--- src/rtl/seq_monitor_n.sv ---
// seq_monitor_n: watches a sample stream for runs of +1/-1 steps and reports
// IDLE/TRACK/ALERT/SAT/HOLD status with a registered code, run count and alert strobe.
`default_nettype none

module seq_monitor_n #(
  parameter int DIN_W    = 4,
  parameter int Q_W      = 8,
  parameter int RUN_LEN  = 4,
  parameter int SAT_LEN  = 8,
  parameter int HOLD_CYC = 3
) (
  input  logic             clk,
  input  logic             arst_in,
  input  logic             din_valid,
  input  logic [DIN_W-1:0] din,
  input  logic             mode,
  output logic [Q_W-1:0]   q,
  output logic [7:0]       run_cnt,
  output logic             det_pulse
);

  localparam int HT_W = $clog2(HOLD_CYC + 1);

  localparam logic [Q_W-1:0]  c_Q_ZERO   = '0;
  localparam logic [Q_W-1:0]  c_Q_ALERT  = {(Q_W/2){2'b01}};
  localparam logic [Q_W-1:0]  c_Q_ONES   = '1;
  localparam logic [HT_W-1:0] c_HOLD_LD  = HT_W'(HOLD_CYC);
  localparam logic [7:0]      c_RUN_LEN  = 8'(RUN_LEN);
  localparam logic [7:0]      c_SAT_LEN  = 8'(SAT_LEN);

  typedef enum logic [2:0] {
    ST_IDLE  = 3'd0,
    ST_TRACK = 3'd1,
    ST_ALERT = 3'd2,
    ST_SAT   = 3'd3,
    ST_HOLD  = 3'd4
  } state_e;

  state_e           state_q, state_d;
  logic [DIN_W-1:0] prev_q, prev_d;
  logic             prev_valid_q, prev_valid_d;
  logic [7:0]       cnt_q, cnt_d;
  logic [HT_W-1:0]  hold_q, hold_d;
  logic [Q_W-1:0]   q_q, q_d;
  logic             det_q, det_d;

  logic [DIN_W-1:0] w_expect;
  logic             w_cmp;
  logic             w_match;
  logic             w_mismatch;

  // Expected next value wraps naturally at DIN_W bits, so wrap-around counts as a step.
  assign w_expect   = mode ? (prev_q - DIN_W'(1)) : (prev_q + DIN_W'(1));
  assign w_cmp      = din_valid && prev_valid_q;
  assign w_match    = w_cmp && (din == w_expect);
  assign w_mismatch = w_cmp && (din != w_expect);

  always_comb begin
    prev_d       = prev_q;
    prev_valid_d = prev_valid_q;
    cnt_d        = cnt_q;
    state_d      = state_q;
    hold_d       = hold_q;

    if (din_valid) begin
      prev_d       = din;
      prev_valid_d = 1'b1;
    end

    if (w_match) begin
      cnt_d = (cnt_q == 8'hFF) ? cnt_q : (cnt_q + 8'd1);
    end else if (w_mismatch) begin
      cnt_d = 8'd0;
    end

    // Transitions look at the already-updated count.
    case (state_q)
      ST_IDLE: begin
        if (w_match) begin
          state_d = (cnt_d >= c_RUN_LEN) ? ST_ALERT : ST_TRACK;
        end
      end
      ST_TRACK: begin
        if (w_mismatch) begin
          state_d = ST_IDLE;
        end else if (w_match && (cnt_d >= c_RUN_LEN)) begin
          state_d = ST_ALERT;
        end
      end
      ST_ALERT: begin
        if (w_mismatch) begin
          state_d = ST_IDLE;
        end else if (w_match && (cnt_d >= c_SAT_LEN)) begin
          state_d = ST_SAT;
        end
      end
      ST_SAT: begin
        if (w_mismatch) begin
          state_d = ST_HOLD;
          hold_d  = c_HOLD_LD;
        end
      end
      ST_HOLD: begin
        // Expiry overrides any sample arriving on the same clock.
        if (hold_q <= HT_W'(1)) begin
          state_d = ST_IDLE;
          cnt_d   = 8'd0;
          hold_d  = '0;
        end else begin
          hold_d  = hold_q - HT_W'(1);
        end
      end
      default: begin
        state_d = ST_IDLE;
        hold_d  = '0;
      end
    endcase

    case (state_d)
      ST_ALERT:        q_d = c_Q_ALERT;
      ST_SAT, ST_HOLD: q_d = c_Q_ONES;
      default:         q_d = c_Q_ZERO;
    endcase

    det_d = (state_d == ST_ALERT) && (state_q != ST_ALERT);
  end

  always_ff @(posedge clk or posedge arst_in) begin
    if (arst_in) begin
      state_q      <= ST_IDLE;
      prev_q       <= '0;
      prev_valid_q <= 1'b0;
      cnt_q        <= 8'd0;
      hold_q       <= '0;
      q_q          <= c_Q_ZERO;
      det_q        <= 1'b0;
    end else begin
      state_q      <= state_d;
      prev_q       <= prev_d;
      prev_valid_q <= prev_valid_d;
      cnt_q        <= cnt_d;
      hold_q       <= hold_d;
      q_q          <= q_d;
      det_q        <= det_d;
    end
  end

  assign q         = q_q;
  assign run_cnt   = cnt_q;
  assign det_pulse = det_q;

endmodule

`default_nettype wire
--- config.mk ---
export PLATFORM = sky130hd
export DESIGN_NAME = seq_monitor_n
export DESIGN_NICKNAME = d
export VERILOG_FILES = /design/src/rtl/seq_monitor_n.sv
export SDC_FILE = /design/constraint.sdc
export NUM_CORES = 1
export LEC_CHECK = 0
export ABC_AREA = 0
export CAP_MARGIN = 20
export CORE_UTILIZATION = 51
export DETAILED_ROUTE_END_ITERATION = 12
export GPL_TIMING_DRIVEN = 0
export MAX_ROUTING_LAYER = met4
export PLACE_DENSITY_LB_ADDON = 0.08
export SYNTH_ARGS = -nofsm -noshare
export SYNTH_HDL_FRONTEND = slang
export SYNTH_SLANG_ARGS = --single-unit
--- constraint.sdc ---
create_clock -name clk -period 2.6 [get_ports clk]
set_clock_uncertainty 0.1 [all_clocks]
set_input_delay 0.26 -clock clk [delete_from_list [all_inputs] [get_ports clk]]
set_output_delay 0.26 -clock clk [all_outputs]
set_load 0.01 [all_outputs]
# --- Word level (Yosys, flattened, before mapping) ---
# Index checks and enable logic that the tools add are counted.
op_classes:
  mux: 19
  bitwise: 1
  eq_ne: 12
  n_lt_le_gt_ge: 3
  add_sub_neg: 4
  reduce_logical: 10
op_table:
  columns: ["cell", "n"]
  rows:
  - ["$mux 8", 5]
  - ["$mux 3", 7]
  - ["$pmux 8 s2", 1]
  - ["$pmux 3 s5", 1]
  - ["$eq 3x2->1 const B", 4]
  - ["$add 8x1->8 const B", 1]
  - ["$eq 8x8->1 const B", 1]
  - ["$ge 8x3->1 const B", 1]
  - ["$ge 8x4->1 const B", 1]
  - ["$eq 3x3->1 const B", 2]
  - ["$logic_and 1x1->1", 6]
  - ["$mux 2", 3]
  - ["$pmux 2 s3", 1]
  - ["$add 4x1->4 const B", 1]
  - ["$eq 4x4->1", 1]
  - ["$mux 4", 1]
  - ["$ne 4x4->1", 1]
  - ["$sub 4x1->4 const B", 1]
  - ["$eq 3x1->1 const B", 1]
  - ["$logic_not 3->1", 1]
  - ["$ne 3x2->1 const B", 1]
  - ["$reduce_or 3->1", 1]
  - ["$le 2x1->1 const B", 1]
  - ["$ne 2x2->1 const B", 1]
  - ["other kinds (4)", 4]
totals:
  input_bits: 8
  elab_cells: 56
  output_inout_bits: 17
  reg_bits: 27

# --- Longest topological paths before layout ---
logic_depth:
  ltp_word: 14
  depth_mapped: 9
  depth_no_buf: 9

# --- Worst setup path before layout ---
# No wires, ideal clock.
synth_path:
  path_kind: "register -> register"
  startpoint: "reg prev_q[1]"
  endpoint: "reg det_q (netlist: det_pulse)"
  required_ns: 2.433
  path_buffers: 0
  path_stages_with_launch: 9
  synth_period_minus_slack_ns: 2.121
  slack_ns: 0.479
  setup_ns: 0.067
  t_arrival_ns: 1.955
  cell_sequence: "dfrtp_1 ha_1 a21o_1 a21oi_1 xor2_1 nor2_2 and3_1 a221oi_2 and3_1"
synth_via:
  elab_chain_len: 13
  elab_cells_between_ends: 23
  classes_between: "2 x add/sub; 2 x order compare; 3 x eq/ne; 11 x mux; 5 x reduce/logical"
synth_rtl:
  columns: ["element", "line_no", "text"]
  rows:
  - ["start, declared", "40", "logic [DIN_W-1:0] prev_q, prev_d;"]
  - ["start signal, assigned", "139", "prev_q <= prev_d;"]
  - ["$add 4x1->4 / $sub 4x1->4 (equally long branches)", "53", "assign w_expect = mode ? (prev_q - DIN_W'(1)) : (prev_q + DIN_W'(1));"]
  - ["$mux 4 (*)", "53", null]
  - ["$ne 4x4->1", "56", "assign w_mismatch = w_cmp && (din != w_expect);"]
  - ["$logic_and 1x1->1", "56", null]
  - ["$mux 8", "72", "end else if (w_mismatch) begin"]
  - ["$mux 8", "70", "if (w_match) begin"]
  - ["$ge 8x4->1 / $ge 8x3->1 (equally long branches)", "93, 80, 86", null]
  - ["$logic_and 1x1->1 (on tied branches)", "93, 86", null]
  - ["$mux 3 (on tied branches)", "93, 86", null]
  - ["$mux 3 (on tied branches)", "91, 84", null]
  - ["$pmux 3 s5 (*)", "77", "case (state_q)"]
  - ["$eq 3x2->1 (*)", "125", "det_d = (state_d == ST_ALERT) && (state_q != ST_ALERT);"]
  - ["$logic_and 1x1->1 (*)", "125", null]
  - ["net det_d", "45", "logic det_q, det_d;"]
  - ["end signal, assigned", "144", "det_q <= det_d;"]
  - ["end, declared", "45", null]
# Mark *: on every way through the listed nets, which the timed path passes. The rest lies on a longest branch.
# A chain may end at the register's enable or synchronous reset.

# --- Worst setup path in the final report ---
layout_path:
  startpoint: "in mode"
  endpoint: "reg q_q[5] (netlist: q[5])"
layout_via:
  elab_chain_len: 13
  elab_cells_between_ends: 24
  classes_between: "2 x order compare; 5 x eq/ne; 12 x mux; 5 x reduce/logical"
layout_rtl:
  columns: ["element", "line_no", "text"]
  rows:
  - ["start, declared", "16", "input logic mode,"]
  - ["$mux 4 (*)", "53", null]
  - ["$ne 4x4->1", "56", null]
  - ["$logic_and 1x1->1", "56", null]
  - ["$mux 8", "72", null]
  - ["$mux 8", "70", null]
  - ["$ge 8x4->1 / $ge 8x3->1 (equally long branches)", "93, 80, 86", null]
  - ["$logic_and 1x1->1 (on tied branches)", "93, 86", null]
  - ["$mux 3 (on tied branches)", "93, 86", null]
  - ["$mux 3 (on tied branches)", "91, 84", null]
  - ["$pmux 3 s5 (*)", "77", null]
  - ["net state_d[1]", "39", "state_e state_q, state_d;"]
  - ["$eq 3x2->1 / $eq 3x3->1 (equally long branches)", "119", "case (state_d)"]
  - ["$reduce_or 2->1", "119", null]
  - ["$pmux 8 s2 (*)", "119", null]
  - ["end signal, assigned", "135", "q_q <= c_Q_ZERO;"]
  - ["end signal, assigned", "143", "q_q <= q_d;"]
  - ["end, declared", "44", "logic [Q_W-1:0] q_q, q_d;"]
# Marked as above.

==> results.md <==
- DRT antenna net count: 0
- Hold WC Path Type: input port to flop
- Final Slew Violations: 0
- Post-synth EDFFs: 0
- CTS buffer count: 3
- Seq/Total Area, Yosys: 39.51%
- Pleak: 0.6944 nW
- GRT Total Usage: 22.72%
- Most frequent cell after synthesis: dfrtp_1
- Final setup margin: 0.1551 ns
- Tmin final: 2.445 ns
- DRT Wirelength: 2658 µm
- Pre-antenna DRT Iters: 8
- Mapped Cells: 140
- Antenna violations before repair: 0
- CP max FO: 4
- Synth Area in Adders: 4.327%
- Placeable Area: 2477 µm²
- Initial DRC Count: 18
- Mux share of post-synthesis cell area: 3.198%
- Clock transition at path regs: 0.11 ns
- Final HPWL DP: 2052 µm
- Hold Buf Count CTS: 0
- Required @ worst endpoint: 2.75 ns
- Layout cells sized above 1: 15.57%
- Syn Nets: 152
- Failing checks: DRC
- CP Launch Type: input port
- Clk Latency, worst-skew pair: 0.31 ns
- GP Congestion: 0.8599
- Rows: 18
- Worst Max-Slew Pin Slew: 0.7903 ns
- Post-synthesis cell area: 1330 µm²
- Main combinational cell family by area after synthesis: simple AND/OR/NAND/NOR gates
- Largest net degree at the start of global routing: 22
- Post-Synth XOR/XNOR Area: 7.244%
- CTS Sinks: 21
- Vias: 1,094
- Max Cap Viol: 0
- Register bit total from synthesis: 21
- Pre-CTS WS: -0.3803 ns
- Crit share post-route: 94.04%
- Non-filler cells, final: 197
- PwrDens: 413.3 nW/µm²
- Critical path class: input port to flop
- Synth top cells by count: dfrtp_1 (21), nand2_1 (14), nor2_1 (10), buf_4 (8)
- Routed len/inst: 13.49 µm
- Area grow syn2layout: 22.58%
- Syn_area_per_cell: 9.500 µm²
- Nets: 180
- Drt via density: 5.553
- Placed cells: 193
- Crit path capture type: flop
- Synth cell types: 44
- DRC: 1
- Predominant post-synthesis flop cell: dfrtp_1
- Outcome: complete, but fails checks
- # port buffers: 23
- Fmax: 0.4090 GHz
- Synth Area in Simple Gates: 22.48%
- YS warnings: 0
- Final setup fails: 0
- Post-synthesis compound-gate area fraction: 15.33%
- CTS max path bufs: 2
- Top Ports: 25
- CTS root buf: clkbuf_4
- Global-route wire length before repair: 4464 µm
- Peak VDD IR: 0.3771 mV
- CTS tree: yes
- Htree depth: 1
- DIE WIDTH: 53.07 µm
- Die Y: 53.07 µm
- Initial Util: 53.69%
- Slew HR: 47.25%
- RSZ-0062 raised after global routing: yes
- Critical Path AT: 2.59 ns
- Total gr overflow: 0
- Area contributors post-synth: dfrtp_1 (40%), buf_4 (4.5%), nand2_1 (4.0%)
- Hold violation count in the final report: 0
- Yosys top cell area share: 39.51%
- Vias in the first global route: 1,002
- Ys async rst share: 100.0%
- Ant. Diodes: 0
- Die ar.: 2816 µm²
- Synth area leader: dfrtp_1
## path summary, 6_finish.rpt
check                        endpoint  slack, ns  depth (start not counted)       start
hold / removal              prev_q[0]       0.11                          2   din_valid
setup / recovery                 q[5]       0.16                         10        mode
min in group asynchronous  state_q[2]       0.27                          2     arst_in
hold reg to reg             hold_q[0]       0.41                          1   hold_q[0]
max in group asynchronous  run_cnt[6]       1.63                          2     arst_in
setup reg to reg            det_pulse       0.25                          8  run_cnt[1]
## metal layers
metal	vias to the layer above	track usage (%)	share of wire, %
met1	518	28.28	44
met3	5	2.586	3.9
met4	0	8.772	1.5
met5	-	-	0
li1	542	-	-
met2	29	37.76	50
## critical path, cell delays in order
cell and delay, ns:
clkdlybuf4s50_1 0.52, inv_1 0.10, fa_1 0.44, xnor2_1 0.18, xnor2_1 0.14, nand3_1 0.18
nor3_2 0.21, a21oi_1 0.08, nor3_2 0.26, mux2i_1 0.22
## logic make-up after synthesis
group | count (synthesis)
buffers and inverters | 16
AOI/OAI and AO/OA | 29
xor gates and xnor gates | 11
adders and majority gates | 4
muxes | 4
DFF | 21
and+or+nand+nor | 55
## report_power, final
| group | internal (mW) | leakage [nW] | switching [mW] | total (mW) |
|---|---|---|---|---|
| clock network | 0.0577 | 0.0177 | 0.102 | 0.160 |
| registers | 0.343 | 0.278 | 0.0268 | 0.370 |
| logic | 0.0648 | 0.399 | 0.0785 | 0.143 |
| total | 0.466 | 0.694 | 0.208 | 0.674 |
## through the flow
stage                     utilization, %  setup TNS, ns  hold slack, ns  total power [mW]  cell area, µm²
final                              65.81              0          0.1139            0.6738            1630
after global routing               65.81       -0.01066          0.1376            0.7102            1630
after CTS                          65.61              0          0.1239            0.6753            1625
after detailed placement           64.49         -3.161          0.3868            0.5173            1598
after global placement             64.49         -2.497          0.3666            0.5126            1598
after floorplan                        -              0          0.1365            0.4738            1330
## state kept, by name, summed over array words and instances (netlist names)
| register | cells |
|---|---|
| run_cnt | 8 |
| prev_q | 4 |
| state_q | 3 |
| hold_q | 2 |
| q | 2 |
| det_pulse | 1 |
| prev_valid_q | 1 |
## layout by cell type (no fill, tap or decap), types with 3 or more instances in the layout
cell type and count:
and3_1 3, a31oi_1 3, nand2b_1 4, ha_1 3, dfrtp_1 21, inv_1 6
o21ai_0 3, clkbuf_4 3, nor3_1 4, clkdlybuf4s50_1 23, nor2_1 10, xor2_1 6
a21oi_1 6, o21ai_1 3, nand3_1 5, buf_4 8, xnor2_1 5, nand2_1 14
## repair_timing
item	CTS	global route
buffers inserted	0	0
setup endpoints to repair	6	9
resized for setup	1	2
## layout make-up
cell class | instances | area, µm²
fillers | 217 | 847.1
multi-input cells | 103 | 704.4
flip-flops and latches | 21 | 525.5
repair buffers | 23 | 230.2
plain buffers | 10 | 82.58
well taps | 30 | 37.54
clock buffers | 3 | 22.52
inverters | 6 | 22.52
clock inverters | 1 | 5.005
(Power assumes the default switching activity.)
==> edit, RTL diff (same settings) <==
Put one more register stage on the output `run_cnt`, cleared by the reset. The value now appears one clock later. The other outputs are not delayed to match.
--- a/src/rtl/seq_monitor_n.sv
+++ b/src/rtl/seq_monitor_n.sv
@@ -147,5 +147,11 @@
 
   assign q         = q_q;
-  assign run_cnt   = cnt_q;
+  always_ff @(posedge clk or posedge arst_in) begin
+    if (arst_in) begin
+      run_cnt <= '0;
+    end else begin
+      run_cnt <= cnt_q;
+    end
+  end
   assign det_pulse = det_q;
 
Function: changed (a bounded check fails within 4 cycles, from zero or initial values and one cycle with arst_in high).
==> edit against the unedited design <==
  * The run still ends with design-rule violations left
  * Synthesized area grew 17%
  * Via count grew 8.6%
  * Total power grew 35%
  * Design area grew 18%
  * First-iteration DRC count grew 39%
  * Sequential cell count grew 8
  * Wire length grew 14%
  * Worst setup slack gained 0.022 ns
  * Combinational power grew 5%
  * Largest power group unchanged
  * Critical path depth shrank 1
==> edit: results (changes against the unedited design) <==
[synthesis]
synth_xor_area_frac=0.0675  ; -0.00497
synthTopCellsByArea=dfrtp_1 47%, nand2_1 4.1%, buf_4 2.9%, xnor3_1 2.9%, inv_1 2.7%
syn-num-nets=158  ; +3.9%
muxShareOfSynthArea=0.0297  ; -0.00227
yosysSeqAreaShare=0.466  ; +0.0708
synth_fa_ha_area_frac=0.0369  ; -0.00633

[drt]
vias=1188  ; +8.6%
met2WireLength_mm=1.48  ; +11%
wl_met1_mm=1.37  ; +17%
dr.first_iter.drc_count=25  ; +7
routed_wl_mm=3.03  ; +14%
drcViolationCount=4  ; +3

[placement]
gp_congestion=0.850  ; -1.1%

[run_status]
outcome=finished with violations
violations=design-rule violations

[clock_network]
clock_latency_ns=0.33  ; +0.02 ns
cts.htree.levels=2  ; +1

[cells_and_area]
drive_gt1_frac=0.186  ; +0.0308
nets=189  ; +5.0%
fillers=206  ; -5.1%

[setup_path]
slowest_delay_ns=0.55  ; +0.03 ns
reg2reg_slack_ns=0.28  ; +0.03 ns
timing.rr.end=q[5]

[timing]
worst_pin_slew_ns=0.757  ; -0.0338 ns
fin_hold_ws_ns=0.0639  ; -0.0500 ns

[power]
power.leakage_nw=0.892  ; +28%
ir_drop_uv=310  ; -18%

[global_route]
grt_max_degree=30  ; +36%

## edit: cell types whose count changed in the layout (fill, tap and decap cells not counted), moves of 3 or more
cell and delta:
dfrtp_1 +8, inv_1 +5, nand2_1 +3, nand2b_1 -3, o21ai_1 -3, xnor2_1 -3, xor2_1 -3
## edit: power groups by stage
stage               Sequential, mW  Clock, mW  Combinational (mW)
global route                 0.483      0.301               0.168
finish                       0.481      0.278               0.150
floorplan                    0.488          0               0.106
detailed placement           0.490          0               0.144
global placement             0.488          0               0.140
CTS                          0.481      0.290               0.145
## edit: how the worst max path moves through the flow
| stage | endpoint | slack (ns) | depth (start not counted) |
|---|---|---|---|
| floorplan | q[5] | 0.40 | 8 |
| finish | q[5] | 0.18 | 9 |
| detailed placement | q[5] | -0.34 | 9 |
| global placement | q[5] | -0.26 | 9 |
| global route | q[5] | 0.01 | 9 |
| CTS | q[5] | 0.02 | 9 |
## edit: cells by family after synthesis
family          Yosys count
compound gates           28
xor+xnor                  8
fa+ha+maj                 4
buf+inv                  20
flops                    29
mux                       4
simple gates             53
## edit: area by class of cell
class | instances | area [µm²] | share of cell area
plain buffers | 9 | 71.3 | 0.0371
clock buffers | 7 | 55.1 | 0.0286
inverters | 11 | 41.3 | 0.0215
multi-input cells | 97 | 732 | 0.381
flip-flops and latches | 29 | 726 | 0.378
well taps | 31 | 38.8 | 0.0202
repair buffers | 24 | 258 | 0.134
## edit: stage by stage
stage	utilization	worst slack, ns
floorplan	-	0.399
global placement	0.646	-0.263
detailed placement	0.646	-0.343
CTS	0.665	0.0205
global route	0.679	0.0119
finish	0.679	0.178
## edit: critical path: cells and delay by family
kind            cells  cell delay (ns)
xor+xnor            1             0.17
buf+inv             2             0.64
compound gates      3             0.52
fa+ha+maj           1             0.49
simple gates        2             0.49
## edit: what timing repair did
item | CTS | global route
hold buffers | 0 | 0
resized for setup | 0 | 2
endpoints found under the hold margin | 0 | 0
setup endpoints to repair | 0 | 1
## edit: routing by layer
metal	track usage	up-vias
li1	-	572
met1	0.275	583
met2	0.353	29
met3	0.0544	4
met4	0.0941	0
met5	-	-
